==> config.mk <==
export PLATFORM = sky130hd
export DESIGN_NAME = adbg_jsp_apb_biu
export DESIGN_NICKNAME = d
export VERILOG_FILES = /design/src/rtl/adbg_jsp_pkg.sv /design/src/rtl/adbg_jsp_fifo.sv /design/src/rtl/adbg_jsp_apb_biu.sv
export SDC_FILE = /design/constraint.sdc
export NUM_CORES = 1
export LEC_CHECK = 0
export CORE_MARGIN = 1.5
export CORE_UTILIZATION = 65
export CTS_BUF_LIST = sky130_fd_sc_hd__clkbuf_4
export CTS_CLUSTER_DIAMETER = 40
export CTS_CLUSTER_SIZE = 25
export DETAILED_ROUTE_END_ITERATION = 10
export GPL_TIMING_DRIVEN = 0
export PLACE_DENSITY = 0.88
export SLEW_MARGIN = 20
export SYNTH_ARGS = -nofsm -noshare
export SYNTH_HDL_FRONTEND = slang
export SYNTH_SLANG_ARGS = --single-unit
==> constraint.sdc <==
create_clock -name PCLK -period 8.1 [get_ports PCLK]
set_clock_uncertainty 0.15 [all_clocks]
set_input_delay 1.62 -clock PCLK [delete_from_list [all_inputs] [get_ports PCLK]]
set_output_delay 1.62 -clock PCLK [all_outputs]
set_load 0.02 [all_outputs]
==> src/rtl/adbg_jsp_pkg.sv <==
// Shared constants for the JTAG Serial Port APB endpoint: register map, IIR codes, LSR/FCR bits.
// Interrupt support is compiled in with ADBG_JSP_INTERRUPT_EN.
package adbg_jsp_pkg;

   localparam logic [2:0] JSP_ADR_RBR_THR = 3'd0;
   localparam logic [2:0] JSP_ADR_IER     = 3'd1;
   localparam logic [2:0] JSP_ADR_IIR_FCR = 3'd2;
   localparam logic [2:0] JSP_ADR_LCR     = 3'd3;
   localparam logic [2:0] JSP_ADR_LSR     = 3'd5;
   localparam logic [2:0] JSP_ADR_SCR     = 3'd7;

   localparam logic [7:0] JSP_IIR_RDA  = 8'hC4;
   localparam logic [7:0] JSP_IIR_THRE = 8'hC2;
   localparam logic [7:0] JSP_IIR_NONE = 8'hC1;

   localparam int unsigned JSP_LSR_DR   = 0;
   localparam int unsigned JSP_LSR_THRE = 5;
   localparam int unsigned JSP_LSR_TEMT = 6;

   localparam int unsigned JSP_FCR_CLR_RX = 1;
   localparam int unsigned JSP_FCR_CLR_TX = 2;

   localparam logic [7:0] JSP_LCR_RESET = 8'h03;

   function automatic logic [7:0] jsp_lsr(input logic rx_empty, input logic tx_empty);
      logic [7:0] v;
      v               = '0;
      v[JSP_LSR_DR]   = ~rx_empty;
      v[JSP_LSR_THRE] = tx_empty;
      v[JSP_LSR_TEMT] = tx_empty;
      return v;
   endfunction

endpackage

==> src/rtl/adbg_jsp_fifo.sv <==
// Single-clock first-word-fall-through byte FIFO with synchronous clear.
// Push when full and pop when empty are ignored; clear overrides both.
module adbg_jsp_fifo
   import adbg_jsp_pkg::*;
#(
   parameter int unsigned DEPTH = 8,
   parameter int unsigned CNT_W = $clog2(DEPTH) + 1
) (
   input  logic             clk_i,
   input  logic             rst_ni,
   input  logic             push_i,
   input  logic             pop_i,
   input  logic             clr_i,
   input  logic [7:0]       data_i,
   output logic [7:0]       data_o,
   output logic             empty_o,
   output logic             full_o,
   output logic [CNT_W-1:0] count_o
);

   localparam int unsigned AW = $clog2(DEPTH);
   localparam logic [AW:0] PTR_ONE = (AW+1)'(1);

   logic [7:0]  mem_q [DEPTH];
   logic [AW:0] wptr_q, wptr_d, rptr_q, rptr_d;
   logic        do_push, do_pop;

   // Extra pointer MSB distinguishes full from empty when the indices match.
   assign empty_o = (wptr_q == rptr_q);
   assign full_o  = (wptr_q[AW] != rptr_q[AW]) && (wptr_q[AW-1:0] == rptr_q[AW-1:0]);
   assign count_o = CNT_W'(wptr_q - rptr_q);
   assign data_o  = empty_o ? '0 : mem_q[rptr_q[AW-1:0]];

   assign do_push = push_i & ~full_o;
   assign do_pop  = pop_i & ~empty_o;

   always_comb begin
      wptr_d = wptr_q;
      rptr_d = rptr_q;
      if (clr_i) begin
         wptr_d = '0;
         rptr_d = '0;
      end else begin
         if (do_push) wptr_d = wptr_q + PTR_ONE;
         if (do_pop)  rptr_d = rptr_q + PTR_ONE;
      end
   end

   always_ff @(posedge clk_i or negedge rst_ni) begin
      if (!rst_ni) begin
         wptr_q <= '0;
         rptr_q <= '0;
      end else begin
         wptr_q <= wptr_d;
         rptr_q <= rptr_d;
      end
   end

   always_ff @(posedge clk_i) begin
      if (do_push && !clr_i) mem_q[wptr_q[AW-1:0]] <= data_i;
   end

endmodule

==> src/rtl/adbg_jsp_apb_biu.sv <==
// APB-side JSP endpoint: 16550-subset register file over RX/TX byte FIFOs.
// Define ADBG_JSP_INTERRUPT_EN to build IER, IIR priority, THRE tracking and int_o.
module adbg_jsp_apb_biu
   import adbg_jsp_pkg::*;
#(
   parameter int unsigned FIFO_DEPTH = 8,
   parameter int unsigned CNT_W      = $clog2(FIFO_DEPTH) + 1
) (
   input  logic             PCLK,
   input  logic             PRESETn,
   input  logic             PSEL,
   input  logic             PENABLE,
   input  logic             PWRITE,
   input  logic [2:0]       PADDR,
   input  logic [7:0]       PWDATA,
   output logic [7:0]       PRDATA,
   output logic             PREADY,
   output logic             PSLVERR,
   input  logic [7:0]       dbg_wr_data,
   input  logic             dbg_wr_valid,
   output logic             dbg_wr_ready,
   output logic [7:0]       dbg_rd_data,
   output logic             dbg_rd_valid,
   input  logic             dbg_rd_ready,
   output logic [CNT_W-1:0] dbg_rx_free,
   output logic [CNT_W-1:0] dbg_tx_count,
   output logic             int_o
);

   logic             wr_acc, rd_acc, fcr_wr;
   logic             rx_push, rx_pop, rx_clr, rx_empty, rx_full;
   logic             tx_push, tx_pop, tx_clr, tx_empty, tx_full;
   logic [7:0]       rx_data;
   logic [CNT_W-1:0] rx_count, tx_count;
   logic [7:0]       lcr_q, lcr_d, scr_q, scr_d;
   logic [7:0]       ier_rd, iir;

   assign PREADY  = 1'b1;
   assign PSLVERR = 1'b0;

   assign wr_acc = PSEL & PENABLE & PWRITE;
   assign rd_acc = PSEL & PENABLE & ~PWRITE;
   assign fcr_wr = wr_acc && (PADDR == JSP_ADR_IIR_FCR);

   assign rx_push = dbg_wr_valid & ~rx_full;
   assign rx_pop  = rd_acc && (PADDR == JSP_ADR_RBR_THR);
   assign rx_clr  = fcr_wr & PWDATA[JSP_FCR_CLR_RX];
   assign tx_push = wr_acc && (PADDR == JSP_ADR_RBR_THR);
   assign tx_pop  = dbg_rd_ready & ~tx_empty;
   assign tx_clr  = fcr_wr & PWDATA[JSP_FCR_CLR_TX];

   adbg_jsp_fifo #(.DEPTH(FIFO_DEPTH), .CNT_W(CNT_W)) u_rx_fifo (
      .clk_i(PCLK), .rst_ni(PRESETn), .push_i(rx_push), .pop_i(rx_pop), .clr_i(rx_clr),
      .data_i(dbg_wr_data), .data_o(rx_data), .empty_o(rx_empty), .full_o(rx_full),
      .count_o(rx_count)
   );

   adbg_jsp_fifo #(.DEPTH(FIFO_DEPTH), .CNT_W(CNT_W)) u_tx_fifo (
      .clk_i(PCLK), .rst_ni(PRESETn), .push_i(tx_push), .pop_i(tx_pop), .clr_i(tx_clr),
      .data_i(PWDATA), .data_o(dbg_rd_data), .empty_o(tx_empty), .full_o(tx_full),
      .count_o(tx_count)
   );

   assign dbg_wr_ready = ~rx_full;
   assign dbg_rd_valid = ~tx_empty;
   assign dbg_rx_free  = CNT_W'(FIFO_DEPTH) - rx_count;
   assign dbg_tx_count = tx_count;

`ifdef ADBG_JSP_INTERRUPT_EN
   logic [1:0] ier_q, ier_d;
   logic       thre_pend_q, thre_pend_d, int_q, int_d;
   logic       tx_empty_nxt, rda_cond, thre_cond;

   assign rda_cond  = ier_q[0] & ~rx_empty;
   assign thre_cond = ier_q[1] & thre_pend_q;
   assign iir       = rda_cond ? JSP_IIR_RDA : (thre_cond ? JSP_IIR_THRE : JSP_IIR_NONE);
   assign ier_rd    = {6'b0, ier_q};
   assign int_o     = int_q;

   // TX goes empty this edge on a clear, or when its last entry leaves with no refill.
   assign tx_empty_nxt = tx_clr | ((tx_count == CNT_W'(1)) & tx_pop & ~tx_push);

   always_comb begin
      ier_d       = ier_q;
      thre_pend_d = thre_pend_q;
      int_d       = rda_cond | thre_cond;
      if (tx_push) thre_pend_d = 1'b0;
      if (rx_pop_iir_c2()) thre_pend_d = 1'b0;
      if (~tx_empty & tx_empty_nxt) thre_pend_d = 1'b1;
      if (wr_acc && (PADDR == JSP_ADR_IER)) begin
         ier_d = PWDATA[1:0];
         if (PWDATA[1] & ~ier_q[1] & tx_empty) thre_pend_d = 1'b1;
      end
   end

   function automatic logic rx_pop_iir_c2();
      return rd_acc && (PADDR == JSP_ADR_IIR_FCR) && (iir == JSP_IIR_THRE);
   endfunction

   always_ff @(posedge PCLK or negedge PRESETn) begin
      if (!PRESETn) begin
         ier_q       <= '0;
         thre_pend_q <= 1'b0;
         int_q       <= 1'b0;
      end else begin
         ier_q       <= ier_d;
         thre_pend_q <= thre_pend_d;
         int_q       <= int_d;
      end
   end
`else
   assign ier_rd = '0;
   assign iir    = JSP_IIR_NONE;
   assign int_o  = 1'b0;
`endif

   always_comb begin
      lcr_d = lcr_q;
      scr_d = scr_q;
      if (wr_acc && (PADDR == JSP_ADR_LCR)) lcr_d = PWDATA;
      if (wr_acc && (PADDR == JSP_ADR_SCR)) scr_d = PWDATA;
   end

   always_ff @(posedge PCLK or negedge PRESETn) begin
      if (!PRESETn) begin
         lcr_q <= JSP_LCR_RESET;
         scr_q <= '0;
      end else begin
         lcr_q <= lcr_d;
         scr_q <= scr_d;
      end
   end

   always_comb begin
      PRDATA = '0;
      if (rd_acc) begin
         case (PADDR)
            JSP_ADR_RBR_THR: PRDATA = rx_data;
            JSP_ADR_IER:     PRDATA = ier_rd;
            JSP_ADR_IIR_FCR: PRDATA = iir;
            JSP_ADR_LCR:     PRDATA = lcr_q;
            JSP_ADR_LSR:     PRDATA = jsp_lsr(rx_empty, tx_empty);
            JSP_ADR_SCR:     PRDATA = scr_q;
            default:         PRDATA = '0;
         endcase
      end
   end

endmodule
* Yosys cells after proc, flatten, opt, wreduce, memory -nomap -nowiden
Memories as Yosys holds them, arrays and structs flattened. Cells that the tools add are included.
Storage, ports and cells: input bits 26, output and inout bits 29, logic and storage cells 73, RAM bits 128, memories 2, register bits after elaboration 32
Operators by class: eq/ne operators 10, reductions and logical operators 16, bitwise logic cells 16, multiplexer cells 16, add/sub/neg operators 7
Memories:
- u_rx_fifo.mem_q | words 8, width 8, rd ports 1, clocked after Yosys merged registers in 0, wr ports 1, RTL line adbg_jsp_fifo.sv:24 | logic [7:0] mem_q [DEPTH];
- u_tx_fifo.mem_q | words 8, width 8, rd ports 1, clocked after Yosys merged registers in 0, wr ports 1, RTL line adbg_jsp_fifo.sv:24
Operators by type and width (number):
- 8-bit case mux with 5 select lines | 1
- 4-bit 2-to-1 mux | 8
- 8-bit 2-to-1 mux | 3
- 4-bit by 1-bit adder with 4-bit output, second input constant | 4
- 1-bit AND | 11
- 1-bit logical AND | 9
- 4-bit == test | 2
- 2-bit nonzero test | 4
- 4-bit subtractor | 2
- 3-bit by 2-bit == test with 1-bit output, second input constant | 2
- 3-bit == test | 2
- 3-bit == test, second input constant | 2
- 1-bit inverter | 5
- 1-bit 2-to-1 mux | 4
- 4-bit subtractor, first input constant | 1
- 3-bit logical NOT | 1
- 1-bit logical NOT | 2
- 1-bit != test | 2

* Depth between registers and ports, before layout
depth after elaboration 8, mapped depth 8, gate-level depth less buffers 7

* Hierarchy
From an unflattened synthesis, not the netlist that was laid out.
Second synthesis, totals: cell total of the unflattened synthesis 432, area, all modules 7028.0 um^2
By module, submodules not included:
- adbg_jsp_fifo | cells an instance 164, area an instance 2991.6 um^2, instances 2, seq. area each 2122.0 um^2
- adbg_jsp_apb_biu | cells an instance 104, area an instance 1044.8 um^2, instances 1, seq. area each 402.9 um^2

* Worst setup path after synthesis
Ideal clock, no wire load.
kind input-to-output, start point input port PADDR[0], end point output port PRDATA[0], setup slack 3.586 ns, data required time 6.330 ns, buffers on the path 1, arrival time 2.744 ns, cell stages on the path 4, cells stage by stage clkbuf_1 -> o311a_1 -> a21oi_1 -> o32ai_1
Between the ends: cells in the longest elaborated chain, start to end 3, elaborated cells on any way between the ends 7, those cells by class eq/ne (4); mux (2); reduce/logical (1)
Ends and longest elaborated chain:
- start: declaration | RTL line adbg_jsp_apb_biu.sv:14 | input logic [2:0] PADDR,
- 3-bit == test, or another cell as far along | RTL line adbg_jsp_apb_biu.sv:137 | case (PADDR)
- 8-bit case mux with 5 select lines (*) | RTL line adbg_jsp_apb_biu.sv:137
- 8-bit 2-to-1 mux (*) | RTL line adbg_jsp_apb_biu.sv:136 | if (rd_acc) begin
- end: declaration | RTL line adbg_jsp_apb_biu.sv:16 | output logic [7:0] PRDATA,
Every way passes the cells marked *; elsewhere a longest branch is shown, timed or not.

* Final worst setup path
start point register u_tx_fifo.rptr_q[1], end point output port dbg_rd_data[4]
Between the ends: cells in the longest elaborated chain, start to end 2, elaborated cells on any way between the ends 3, those cells by class eq/ne (1); mux (1); memory (1)
Ends and longest elaborated chain:
- start: declaration | RTL line adbg_jsp_fifo.sv:25 | logic [AW:0] wptr_q, wptr_d, rptr_q, rptr_d;
- start signal: assignment | RTL line adbg_jsp_fifo.sv:55 | rptr_q <= rptr_d;
- memory 8 x 8 bit / 4-bit == test (equally long branches)
- 8-bit 2-to-1 mux (*) | RTL line adbg_jsp_fifo.sv:32 | assign data_o = empty_o ? '0 : mem_q[rptr_q[AW-1:0]];
- end: declaration | RTL line adbg_jsp_apb_biu.sv:22 | output logic [7:0] dbg_rd_data,
Marked as above.

==> flow_metrics.py <==
metrics = {
    "status": {
        "outcome": "completed",
    },
    "detailed_routing": {
        "vias": 4028,
        "drc_errors": 0,
        "finalWirelength_um": 13800,
        "avgViaCountPerCell": 6.15,
        "detail_route.first_pass.iterations": 5,
        "drt-wirelength-per-cell_um": 21.1,
        "detailedRoute.firstIterationViolations": 293,
        "route.antenna.remaining_nets": 0,
    },
    "critical_path": {
        "crit_path_start": "u_tx_fifo.rptr_q[1]",
        "reg2regPathDepth": 9,
        "required_ns": 6.33,
        "critical_path.reg2reg.endpoint": "u_tx_fifo.mem_q[6][6]",
        "critPathCapture": "dbg_rd_data[4]",
        "crit-reg2reg-launch": "u_tx_fifo.rptr_q[1]",
        "path_class": "flip-flop to primary output",
        "largest_fanout_of_any_net_on_the_critical_path": 10,
        "arrival_ns": 4.17,
        "endpoint_kind": "primary output",
        "ff2ff_setup_slack_ns": 3.75,
        "timing.critical_path.from_type": "flip-flop",
    },
    "clocking": {
        "cts_setup_buffers": 0,
        "cts.htree.levels": 4,
        "cts_hold_buf": 0,
        "insertion_delay_ns": 0.53,
        "clock-root-buffer": "sky130_fd_sc_hd__clkbuf_4",
        "clock_path_buffers": 2,
        "cts_buffers": 17,
        "numClockSinks": 160,
        "cts.repair.resized": 0,
        "cts_tree": "done",
        "cts.clk_slew.worst_paths_ns": 0.13,
    },
    "yosys": {
        "synth_area_per_cell_um2": 16.1,
        "ys_seq_area_share_pct": 67.3,
        "post_synth_num_cell_types": 46,
        "synthCells": 430,
        "syn_area_um2": 6900,
        "yosys_register_bits": 160,
        "yosys_warnings": 0,
    },
    "global_route": {
        "gr-usage-all-layers_pct": 26.6,
        "grt_max_degree": 33,
        "globalRouteOverflowTotal": 0,
        "grt_pass1_wl_um": 21700,
        "grt_antenna_before_repair": 0,
        "first_global_vias": 4121,
    },
    "sta": {
        "rsz0062_at_grt": "no",
        "timing.fmax_ghz": 0.168,
        "fin_tns_setup_ns": 0,
        "final-setup-viol-count": 0,
        "slew_headroom_pct": 26.2,
        "final-hold-violation-count": 0,
        "period_needed_ns": 5.94,
        "post-route-period-util_pct": 73.3,
        "worstMarginPinSlew_ns": 1.10,
        "finalMaxSlewViolations": 0,
    },
    "layout": {
        "num-nets-final": 545,
        "n_antenna_cell": 0,
        "area_delta_synth_final_pct": 15.1,
        "nFillCells": 584,
        "drive_gt1_share_pct": 20.6,
        "layoutNonFillerInstCount": 655,
    },
    "pwr": {
        "p_leak_nw": 2.83,
        "vdd_drop_max_mv": 0.231,
        "pwr_density_cell_nw_per_um2": 313,
    },
    "die": {
        "die-width_um": 106,
        "top_level_ports": 55,
        "dieHeight_um": 106,
        "initial_core_util_pct": 66.9,
        "coreArea_um2": 10300,
        "dieArea_um2": 11200,
        "standard_cell_row_count": 37,
    },
    "hold_path": {
        "hold_path_depth": 1,
        "min_from": "lcr_q[4]",
        "timing.hold.worst.class": "flip-flop to flip-flop",
    },
    "placement": {
        "place.gp.congestion": 0.780,
        "dp.final_hpwl_um": 9670,
        "numPlacedInstances": 623,
        "port-buffer-count": 51,
    },
    "job": {
        "cap_viol_max_count": 0,
    },
}
-- critical path, stage by stage, from the launching register on --
cell and delay [ns]:
sky130_fd_sc_hd__dfrtp_1 0.44, sky130_fd_sc_hd__clkbuf_1 0.54, sky130_fd_sc_hd__buf_1 0.59, sky130_fd_sc_hd__inv_1 0.11
sky130_fd_sc_hd__ha_1 0.35, sky130_fd_sc_hd__nand3_1 0.22, sky130_fd_sc_hd__nor2_1 0.66, sky130_fd_sc_hd__a21oi_1 0.14
sky130_fd_sc_hd__clkdlybuf4s50_1 0.59
-- worst min path at each step --
stage | endpoint | slack, ns
5_1_grt | lcr_q[4] | 0.39
2_1_floorplan | scr_q[0] | 0.32
3_5_place_dp | scr_q[0] | 0.34
4_1_cts | lcr_q[4] | 0.37
3_3_place_gp | scr_q[0] | 0.34
6_report | lcr_q[4] | 0.37
-- metrics by stage --
stage	total power [mW]	area [um2]	utilization (%)	setup slack [ns]	hold WS (ns)
finish	2.49	7950	77.0	2.16	0.372
global route	2.61	7950	77.0	1.94	0.393
CTS	2.50	7950	77.0	2.17	0.372
detailed placement	2.04	7660	74.2	2.53	0.339
global placement	1.99	7590	73.5	2.50	0.336
floorplan	1.69	6910	-	3.59	0.322
-- placed cells by master, fill, tap and decap left out, drive strengths merged, types with 2 or more instances in the layout --
| cell type | Yosys | layout |
|---|---|---|
| conb | 2 | 3 |
| nand2b | 6 | 6 |
| or3 | 6 | 6 |
| inv | 19 | 25 |
| mux2 | 14 | 14 |
| buf | 13 | 19 |
| ha | 11 | 11 |
| o22ai | 5 | 5 |
| o21ai | 12 | 12 |
| o211ai | 5 | 5 |
| and3 | 2 | 2 |
| dfstp | 2 | 2 |
| mux4 | 30 | 30 |
| nand2 | 29 | 29 |
| clkbuf | 6 | 23 |
| clkdlybuf4s50 | 0 | 50 |
| dfrtp | 30 | 30 |
| edfxtp | 128 | 128 |
| xor2 | 5 | 5 |
| clkinv | 0 | 6 |
| nor4 | 5 | 5 |
| mux2i | 21 | 21 |
| nor3 | 7 | 7 |
| bufinv | 0 | 2 |
| nor2 | 20 | 20 |
| xnor2 | 8 | 8 |
| a21oi | 17 | 17 |
| fa | 2 | 2 |
| nand3 | 11 | 11 |
-- power by group --
part / internal (mW) / switching [mW]
clock network: 0.187 / 0.283
registers: 0.987 / 0.0583
logic: 0.445 / 0.529
total: 1.62 / 0.870
-- logic make-up after synthesis --
kind of cell / synth area share (%)
other cells: 0.109
xor+xnor: 1.76
fa+ha+maj: 2.57
mux: 15.1
simple gates: 6.54
buf+inv: 2.37
flops: 67.3
compound gates: 4.21
-- sequential cells by signal, indices dropped and copies added (netlist names) --
name	count
u_rx_fifo.wptr_q	4
u_rx_fifo.rptr_q	4
lcr_q	8
u_tx_fifo.rptr_q	4
u_rx_fifo.mem_q	64
scr_q	8
u_tx_fifo.wptr_q	4
u_tx_fifo.mem_q	64
-- cells in the mapped netlist (all sizes together) --
cell	count	area (um2)
edfxtp	128	3840
o32ai	1	8.76
dfrtp	30	751
and3	2	12.5
mux4	30	676
nand2b	6	37.5
nand4	1	6.26
a21o	1	7.51
clkbuf	6	22.5
nand2	29	109
ha	11	138
o22ai	5	31.3
nor3	7	35.0
nand3	11	55.1
conb	2	7.51
o31ai	1	7.51
and3b	1	8.76
o21a	1	7.51
a31oi	1	6.26
nand3b	1	7.51
o311a	1	10.0
or3	6	37.5
xor2	5	51.3
nor2	20	80.1
dfstp	2	52.6
nand4b	1	23.8
o211ai	5	37.5
o311ai	1	8.76
buf	13	70.1
inv	19	71.3
o2111ai	1	8.76
a21oi	17	85.1
or4	1	7.51
fa	2	40.0
mux2i	21	210
a2111o	1	11.3
nor4	5	31.3
mux2	14	158
o21ai	12	60.1
xnor2	8	70.1
-- layout make-up --
| cell class | instances | area, um2 | share of cell area [%] |
|---|---|---|---|
| clock inverter | 15 | 156 | 1.97 |
| sequential | 160 | 4650 | 58.5 |
| clock buffer | 17 | 128 | 1.61 |
| timing repair buffer | 56 | 533 | 6.71 |
| multi-input combinational | 233 | 2150 | 27.0 |
| inverter | 19 | 71.3 | 0.898 |
| tap | 136 | 170 | 2.14 |
| buffer | 19 | 92.6 | 1.17 |
-- metal layers --
metal  global-route usage (%)  up-vias  part of all wire (%)
met3                     5.76       28                   5.3
met1                     33.2     2033                    39
met5                        0        -                     0
met2                     45.8      152                    53
li1                         -     1815                     -
met4                     10.7        0                   2.0
No activity file was read; power rests on OpenSTA's default activity.
